### src/rtl/systolic_feeder.sv
// Operand staging for the N_SIZE x N_SIZE systolic array: buffers A and B, streams
// one aligned A column / B row per cycle on start, then waits for N_SIZE result rows.
module systolic_feeder #(
  parameter int N_SIZE    = 5,
  parameter int DATAWIDTH = 16
) (
  input  logic                                      clk,
  input  logic                                      rst_n,
  input  logic                                      wr_en,
  input  logic                                      wr_sel,
  input  logic [$clog2(N_SIZE)-1:0]                 wr_row,
  input  logic [$clog2(N_SIZE)-1:0]                 wr_col,
  input  logic signed [DATAWIDTH-1:0]               wr_data,
  input  logic                                      start,
  input  logic                                      abort,
  input  logic                                      arr_valid,
  output logic                                      feed_valid,
  output logic signed [N_SIZE-1:0][DATAWIDTH-1:0]   matrix_a_out,
  output logic signed [N_SIZE-1:0][DATAWIDTH-1:0]   matrix_b_out,
  output logic                                      busy,
  output logic                                      done,
  output logic                                      wr_ignored
);
  localparam int IW = $clog2(N_SIZE);
  localparam int CW = $clog2(N_SIZE + 1);
  localparam logic [IW:0] NLIM = (IW+1)'(N_SIZE);

  typedef enum logic [1:0] {IDLE, STREAM, DRAIN} state_t;

  state_t state_q, state_d;
  logic [CW-1:0] beat_q, beat_d, row_q, row_d;
  logic feed_valid_q, feed_valid_d, done_q, done_d, wr_ign_q, wr_ign_d;
  logic [N_SIZE-1:0][DATAWIDTH-1:0] a_out_q, a_out_d, b_out_q, b_out_d;
  logic [N_SIZE-1:0][N_SIZE-1:0][DATAWIDTH-1:0] a_buf_q, b_buf_q;

  logic          start_go, oob, wr_go, load;
  logic [IW-1:0] beat_sel;

  assign start_go = start && !abort;
  assign oob      = ({1'b0, wr_row} >= NLIM) || ({1'b0, wr_col} >= NLIM);

  always_comb begin
    state_d      = state_q;
    beat_d       = beat_q;
    row_d        = row_q;
    feed_valid_d = 1'b0;
    done_d       = 1'b0;
    wr_ign_d     = 1'b0;
    wr_go        = 1'b0;
    load         = 1'b0;
    beat_sel     = '0;
    a_out_d      = '0;
    b_out_d      = '0;
    case (state_q)
      IDLE: begin
        if (start_go) begin
          state_d      = STREAM;
          load         = 1'b1;
          feed_valid_d = 1'b1;
          beat_d       = CW'(1);
        end
        // start takes priority over a same-cycle write
        if (wr_en) begin
          if (start_go || oob) wr_ign_d = 1'b1;
          else                 wr_go    = 1'b1;
        end
      end
      STREAM: begin
        wr_ign_d = wr_en;
        if (abort) begin
          state_d = IDLE;
          beat_d  = '0;
        end else if (beat_q == CW'(N_SIZE)) begin
          state_d = DRAIN;
          beat_d  = '0;
        end else begin
          load     = 1'b1;
          beat_sel = beat_q[IW-1:0];
          beat_d   = beat_q + CW'(1);
        end
      end
      DRAIN: begin
        wr_ign_d = wr_en;
        if (abort) begin
          state_d = IDLE;
          row_d   = '0;
        end else if (arr_valid) begin
          if (row_q == CW'(N_SIZE - 1)) begin
            state_d = IDLE;
            row_d   = '0;
            done_d  = 1'b1;
          end else begin
            row_d = row_q + CW'(1);
          end
        end
      end
      default: state_d = IDLE;
    endcase
    if (load) begin
      for (int i = 0; i < N_SIZE; i++) begin
        a_out_d[i] = a_buf_q[i][beat_sel];
        b_out_d[i] = b_buf_q[beat_sel][i];
      end
    end
  end

  always_ff @(posedge clk or negedge rst_n) begin
    if (!rst_n) begin
      state_q      <= IDLE;
      beat_q       <= '0;
      row_q        <= '0;
      feed_valid_q <= 1'b0;
      done_q       <= 1'b0;
      wr_ign_q     <= 1'b0;
      a_out_q      <= '0;
      b_out_q      <= '0;
      a_buf_q      <= '0;
      b_buf_q      <= '0;
    end else begin
      state_q      <= state_d;
      beat_q       <= beat_d;
      row_q        <= row_d;
      feed_valid_q <= feed_valid_d;
      done_q       <= done_d;
      wr_ign_q     <= wr_ign_d;
      a_out_q      <= a_out_d;
      b_out_q      <= b_out_d;
      if (wr_go) begin
        if (wr_sel) b_buf_q[wr_row][wr_col] <= wr_data;
        else        a_buf_q[wr_row][wr_col] <= wr_data;
      end
    end
  end

  assign feed_valid   = feed_valid_q;
  assign matrix_a_out = a_out_q;
  assign matrix_b_out = b_out_q;
  assign busy         = (state_q != IDLE);
  assign done         = done_q;
  assign wr_ignored   = wr_ign_q;
endmodule
### config.mk
export PLATFORM = sky130hd
export DESIGN_NAME = systolic_feeder
export DESIGN_NICKNAME = d
export VERILOG_FILES = /design/src/rtl/systolic_feeder.sv
export SDC_FILE = /design/constraint.sdc
export NUM_CORES = 2
export LEC_CHECK = 0
export CORE_ASPECT_RATIO = 1.2
export CORE_MARGIN = 8
export CORE_UTILIZATION = 24
export DETAILED_ROUTE_END_ITERATION = 10
export SETUP_SLACK_MARGIN = 0.1
export SKIP_CTS_REPAIR_TIMING = 1
export SLEW_MARGIN = 40
export SYNTH_ARGS = -nofsm -noshare
export SYNTH_HDL_FRONTEND = slang
export SYNTH_SLANG_ARGS = --single-unit
### constraint.sdc
create_clock -name clk -period 4.81 [get_ports clk]
set_input_delay 0.962 -clock clk [delete_from_list [all_inputs] [get_ports clk]]
set_output_delay 0.962 -clock clk [all_outputs]
set_load 0.05 [all_outputs]
Yosys cells after proc, flatten, opt, wreduce, memory -nomap -nowiden
Cells that the tools add are included.

storage, ports and cells
  register bits after elaboration = 971
  output and inout bits = 164
  logic and storage cells = 152
  input bits = 29

cells by class
  add/sub/neg operators = 2
  mux-type cells = 52
  reductions and logical operators = 16
  bitwise operators = 1
  $lt $le $gt $ge = 7
  equal/unequal tests = 8

operators with widths
  kind                 number
  $bwmux 400           2
  $mux 80              4
  $bmux 16 s3          5
  $bmux 80 s3          1
  $demux 80 s3         1
  $mux 16              6
  $demux 16 s3         1
  $mux 3               9
  $mux 1               13
  $lt 3x4->1 const B   3
  $mux 2               6
  $ne 3x3->1 const B   3
  $reduce_and 2->1     4
  $add 3x1->3 const B  2
  $eq 3x3->1 const B   2
  $ge 3x1->1 const B   2
  $ge 3x3->1 const B   2
  $pmux 2 s3           1
  $pmux 3 s2           1
  $reduce_bool 2->1    3
  $pmux 1 s2           2
  $reduce_and 4->1     1
  $logic_and 1x1->1    3
  $eq 2x1->1 const B   1
  other kinds (7)      8

Depth between registers and ports, before layout
  depth in word-level cells = 7
  gate-level depth with buffers = 10
  mapped depth without buffers = 6

Least setup slack after synthesis
No wires, ideal clock.

  kind = in2reg
  start point = in wr_row[2]
  end point = reg a_buf_q[389] (netlist name)
  stages = 7
  slack = 2.115 ns
  setup time = 0.125 ns
  arrival = 2.570 ns
  required time = 4.685 ns
  buffers on the path = 3
  cells stage by stage = clkbuf_1 > inv_1 > nor4_1 > and2_1 > buf_2 > buf_4 > mux2_2

between the ends
  word-level cells in the longest chain between the ends = 7
  elaborated cells on any way between the ends = 13
  those cells by class = 3 x order compare; 6 x mux; 4 x reduce/logical

ends and longest elaborated chain
  element                            RTL line  source
  start, declared                    11        input logic [$clog2(N_SIZE)-1:0] wr_row,
  $ge 3x3->1                         40        assign oob = ({1'b0, wr_row} >= NLIM) || ({1'b0, wr_col} >= NLIM);
  $logic_or 1x1->1                   40
  $logic_or 1x1->1                   64        if (start_go || oob) wr_ign_d = 1'b1;
  $mux 1                             64
  $mux 1                             63        if (wr_en) begin
  $mux 1                             54        case (state_q)
  $reduce_and 2->1 (no source line)  -
  end signal, assigned by index      130       else a_buf_q[wr_row][wr_col] <= wr_data;
  end, declared                      34        logic [N_SIZE-1:0][N_SIZE-1:0][DATAWIDTH-1:0] a_buf_q, b_buf_q;

Parallel ways exist; a longest one is shown, timed or not.
A chain may end at the register's enable or synchronous reset.

Worst setup path after layout
  start point = reg state_q[0]
  end point = out busy

between the ends
  word-level cells in the longest chain between the ends = 1

ends and longest elaborated chain
  element                 RTL line  source
  start, declared         30        state_t state_q, state_d;
  start signal, assigned  120       state_q <= state_d;
  $reduce_bool 2->1       138       assign busy = (state_q != IDLE);
  end, declared           20        output logic busy,

No other way between the ends.

==> results <==
- The via count of the first global-routing pass is ~28k.
- The setup slack on the worst flop-to-flop path is roughly 1.6 ns.
- The synthesized netlist cell count is roughly 3.2k.
- Setup repair after global routing left no endpoint under its margin.
- Of the total power, the share spent switching nets is between 30 and 40%.
- The maximum fanout along the worst path is 12.
- The analysis attributes to cell leakage a power of 0.02332 uW.
- In this run, synthesis inferred 0 flip-flops with an integrated enable.
- The cell with the largest stage delay on the worst path is sky130_fd_sc_hd__clkdlybuf4s50_1.
- The largest incremental delay on the critical path is ~0.76 ns.
- The share of total power in the clock network is about a third.
- The last weighted congestion value of the routability-driven placer is approximately 0.75.
- The sum of overflow across all layers after global routing is 0.
- The timing startpoint of the critical path is state_q[0].
- The Yosys step of the flow raised 0 warnings.
- The share of synthesized flip-flops with an asynchronous set or reset is between 90% and 100%.
- The cell that appears most often on the critical path is sky130_fd_sc_hd__inv_1.
- The DRC violations left is 0.
- The CTS tree is yes.
- The number of synthesized register bits is 971.
- The average footprint of a synthesized cell is approximately 13 um2.
- The routed layout has approximately 27k vias.
- The H-tree was split into 3 levels.
- For this block, the initial DRC count from the detailed router was 1902.
- The worst path required time is between 3 and 4 ns.
- The startpoint identified for the worst register-to-register timing path is state_q[0].
- The slew at the pin closest to its max-slew limit is 0.8386 ns.
- Counting the fill cells in the layout gives between 15k and 20k.
- The area of the die is approximately 0.19 mm2.
- The total number of nets in the final design is around 3.3k.
- After synthesis, the most frequently instantiated cells are sky130_fd_sc_hd__dfrtp_1 (971), sky130_fd_sc_hd__mux2_2 (802), sky130_fd_sc_hd__o21ai_0 (319), sky130_fd_sc_hd__clkbuf_1 (222), sky130_fd_sc_hd__nand2_1 (187).
- The max-slew violation count is 0.
- The kind of critical path is flip-flop to primary output.
- Across the VDD grid, the largest voltage drop is between 0.3 and 0.4 mV.
- The run finished with clean final reports.
- The chip height is around 470 um.
- In this run the critical register-to-register path is captured at matrix_b_out[70].
- The largest net degree at the start of global routing is 137.
- The final count of negative-setup-slack endpoints is 0.
- The count of port buffers added during placement is approximately 190.
- The most frequent cell after synthesis is sky130_fd_sc_hd__dfrtp_1.
- The worst clock skew on the final layout is between 0.05 and 0.06 ns.
- Traced cell by cell, the critical path runs through inv_1 > ha_1 > inv_1 > clkdlybuf4s50_1.
- In the final timing run, aggregate negative setup slack is 0 ns.
- Counting distinct cell types in the post-synthesis netlist gives between 40 and 50.
- For this run, the detailed router's first-pass iteration total came to 5.
- The number of nets handed over by synthesis was 3229.
- The number of instances in the placed design is between 5k and 6k.
- The routed design has approximately 130 mm of wire.
- The clock insertion delay at the later pin of the skew report is 0.71 ns.
- In this run the remaining antenna-violating nets after routing total 0.
- The number of antenna violations at the first check in global routing is 9.
- The detailed-route vias per instance is between 4 and 5.
- The power per unit of standard cell area is 474.7 mW/mm2.
- The end-of-flow core utilization is roughly 29%.
- The worst min-delay path class is input pin to async pin.
- The post-route netlist has between 30% and 40% of its cells at a drive strength greater than 1.
- The most critical setup path has its endpoint at busy.
- The clock period minus worst slack is approximately 3.6 ns.
- Of the total power, combinational logic draws between 20% and 30%.
- The clock root buffer is sky130_fd_sc_hd__clkbuf_16.
- The top-area cell type share of the netlist area is between 50% and 60%.
- The number of clock sinks seen by CTS is about 970.
- The cell accounting for the most synthesized area is sky130_fd_sc_hd__dfrtp_1.
- The internal power is 15770 uW.
- The mapped cell area is between 0.04 and 0.05 mm2.
- The maximum clock frequency is 0.2777 GHz.
- The kind of end point of the critical path is a primary output.
- In this run the horizontal extent of the chip is slightly below 400 um.
- After clock tree synthesis, the clock-pin slew on the worst setup and hold paths is roughly 0.07 ns.
- The initialized floorplan defines around 170 standard-cell rows.
- The final hold violation count is 0.
- In the finished design, the share of the clock period the worst path needs comes to between 70% and 80%.
- The area overhead of the layout relative to synthesis is 19.66%.
- The HPWL after detailed placement is about 75 mm.
- The worst-case clock buffer depth is 3.
- After the flow finishes, the layout carries non-filler instances totaling 5668.
- After synthesis, the cell types taking the most area are sky130_fd_sc_hd__dfrtp_1 (58%), sky130_fd_sc_hd__mux2_2 (22%), sky130_fd_sc_hd__o21ai_0 (3.8%).
- The register share of total power is between 40% and 50%.
- The number of clock buffers added by TritonCTS is 98.
- The number of maximum-capacitance constraint violations is 0.
- The wire length of the first global-routing pass is around 190 mm.
- The I/O pin count is just under 200.
- After detailed routing, the average wire length per cell comes to between 20 and 25 um.
- Timing analysis after detailed placement gives a worst setup slack of about 0.87 ns.
- The core region is ~0.17 mm2.
- The kind of launch point of the worst setup path is a flip-flop.
- The most common flop cell mapped by yosys is sky130_fd_sc_hd__dfrtp_1.
- The final worst setup slack is 1.210 ns.
- The initial core utilization is roughly 24%.
- Headroom to the max-slew limit came out at approximately 44%.
- The overall fraction of global-route tracks in use is 13.04%.
- Counting cells, the worst reg-to-reg path comes to 8.
- Summed over all nets, the switching power comes to ~7900 uW.
- STA puts the critical path data arrival time at 2.64 ns.
- After synthesis, flip-flops and latches occupy 58.40% of the total area.
critical path, delay by kind of cell (launching register included):
| kind | cells | cell delay, ns |
|---|---|---|
| fa+ha+maj | 1 | 0.43 |
| flops | 1 | 0.40 |
| buf+inv | 3 | 1.11 |
cells in the final DEF (no fill, tap or decap), drive strengths merged, types with 18 or more instances in the layout:
master and instances:
dfrtp 971, mux2 802, o21ai 322, nand2 217
clkdlybuf4s50 174, o22ai 165, mux2i 158, a211oi 158
clkbuf 145, buf 122, clkinv 21, inv 18
flip-flops by register name, indices dropped and copies added (netlist names):
signal,flops
a_buf_q,400
b_buf_q,400
matrix_a_out,80
matrix_b_out,80
beat_q,3
row_q,3
state_q,2
done,1
feed_valid,1
wr_ignored,1
per-stage QoR:
step	hold slack [ns]	cell area [um2]	power, uW
2_1_floorplan	0.4737	41600	13210
3_3_place_gp	0.4803	46180	15460
3_5_place_dp	0.4868	46250	15550
4_1_cts	0.2266	49730	23860
5_1_grt	0.2454	49750	24690
6_report	0.2354	49780	23630
worst min path at each step:
stage                             from           end  slack, ns  depth (start not counted)
after floorplan           b_buf_q[248]  b_buf_q[248]       0.47                          1
final                            rst_n   a_buf_q[87]       0.24                          1
after CTS                        rst_n   a_buf_q[87]       0.23                          1
after global routing             rst_n  a_buf_q[150]       0.25                          1
after detailed placement  b_buf_q[332]  b_buf_q[332]       0.49                          1
after global placement    b_buf_q[392]  b_buf_q[392]       0.48                          1
logic make-up (layout without fill, tap and decap cells):
logic type               after synthesis  count (layout)  share of synthesized area, %
AO/OA/AOI/OAI                        666             666                         9.521
XOR/XNOR                               2               2                       0.04211
adder cells (fa/ha/maj)                6               6                        0.1804
buffers and inverters                313             494                         3.049
flip-flops                           971             971                         58.40
multiplexers                         960             960                         25.51
other                                  0              12                             0
AND/OR/NAND/NOR                      276             276                         3.296
area by class of cell:
class | count | area [um2] | area share [%]
clock inverters | 40 | 593.1 | 1.191
inverters | 13 | 48.80 | 0.09802
repair buffers | 296 | 2944 | 5.914
clock buffers | 145 | 2890 | 5.806
flip-flops and latches | 971 | 24310 | 48.82
well taps | 2281 | 2854 | 5.733
multi-input cells | 1910 | 16120 | 32.37
diodes | 12 | 30.03 | 0.06032
routing by layer:
| metal | GRT usage (%) | part of all wire, % | up-vias |
|---|---|---|---|
| met1 | 20.04 | 50 | 14410 |
| li1 | - | - | 11800 |
| met5 | 0 | 0.017 | - |
| met2 | 18.80 | 42 | 732 |
| met3 | 2.563 | 5.5 | 157 |
| met4 | 2.742 | 1.8 | 4 |
power groups by stage:
stage	registers, uW	logic, uW	clock network [uW]
finish	9480	5920	8230
global route	9570	6360	8760
CTS	9480	5960	8420
detailed placement	9620	5940	0
global placement	9660	5800	0
floorplan	10100	3150	0
(Power assumes the default switching activity.)
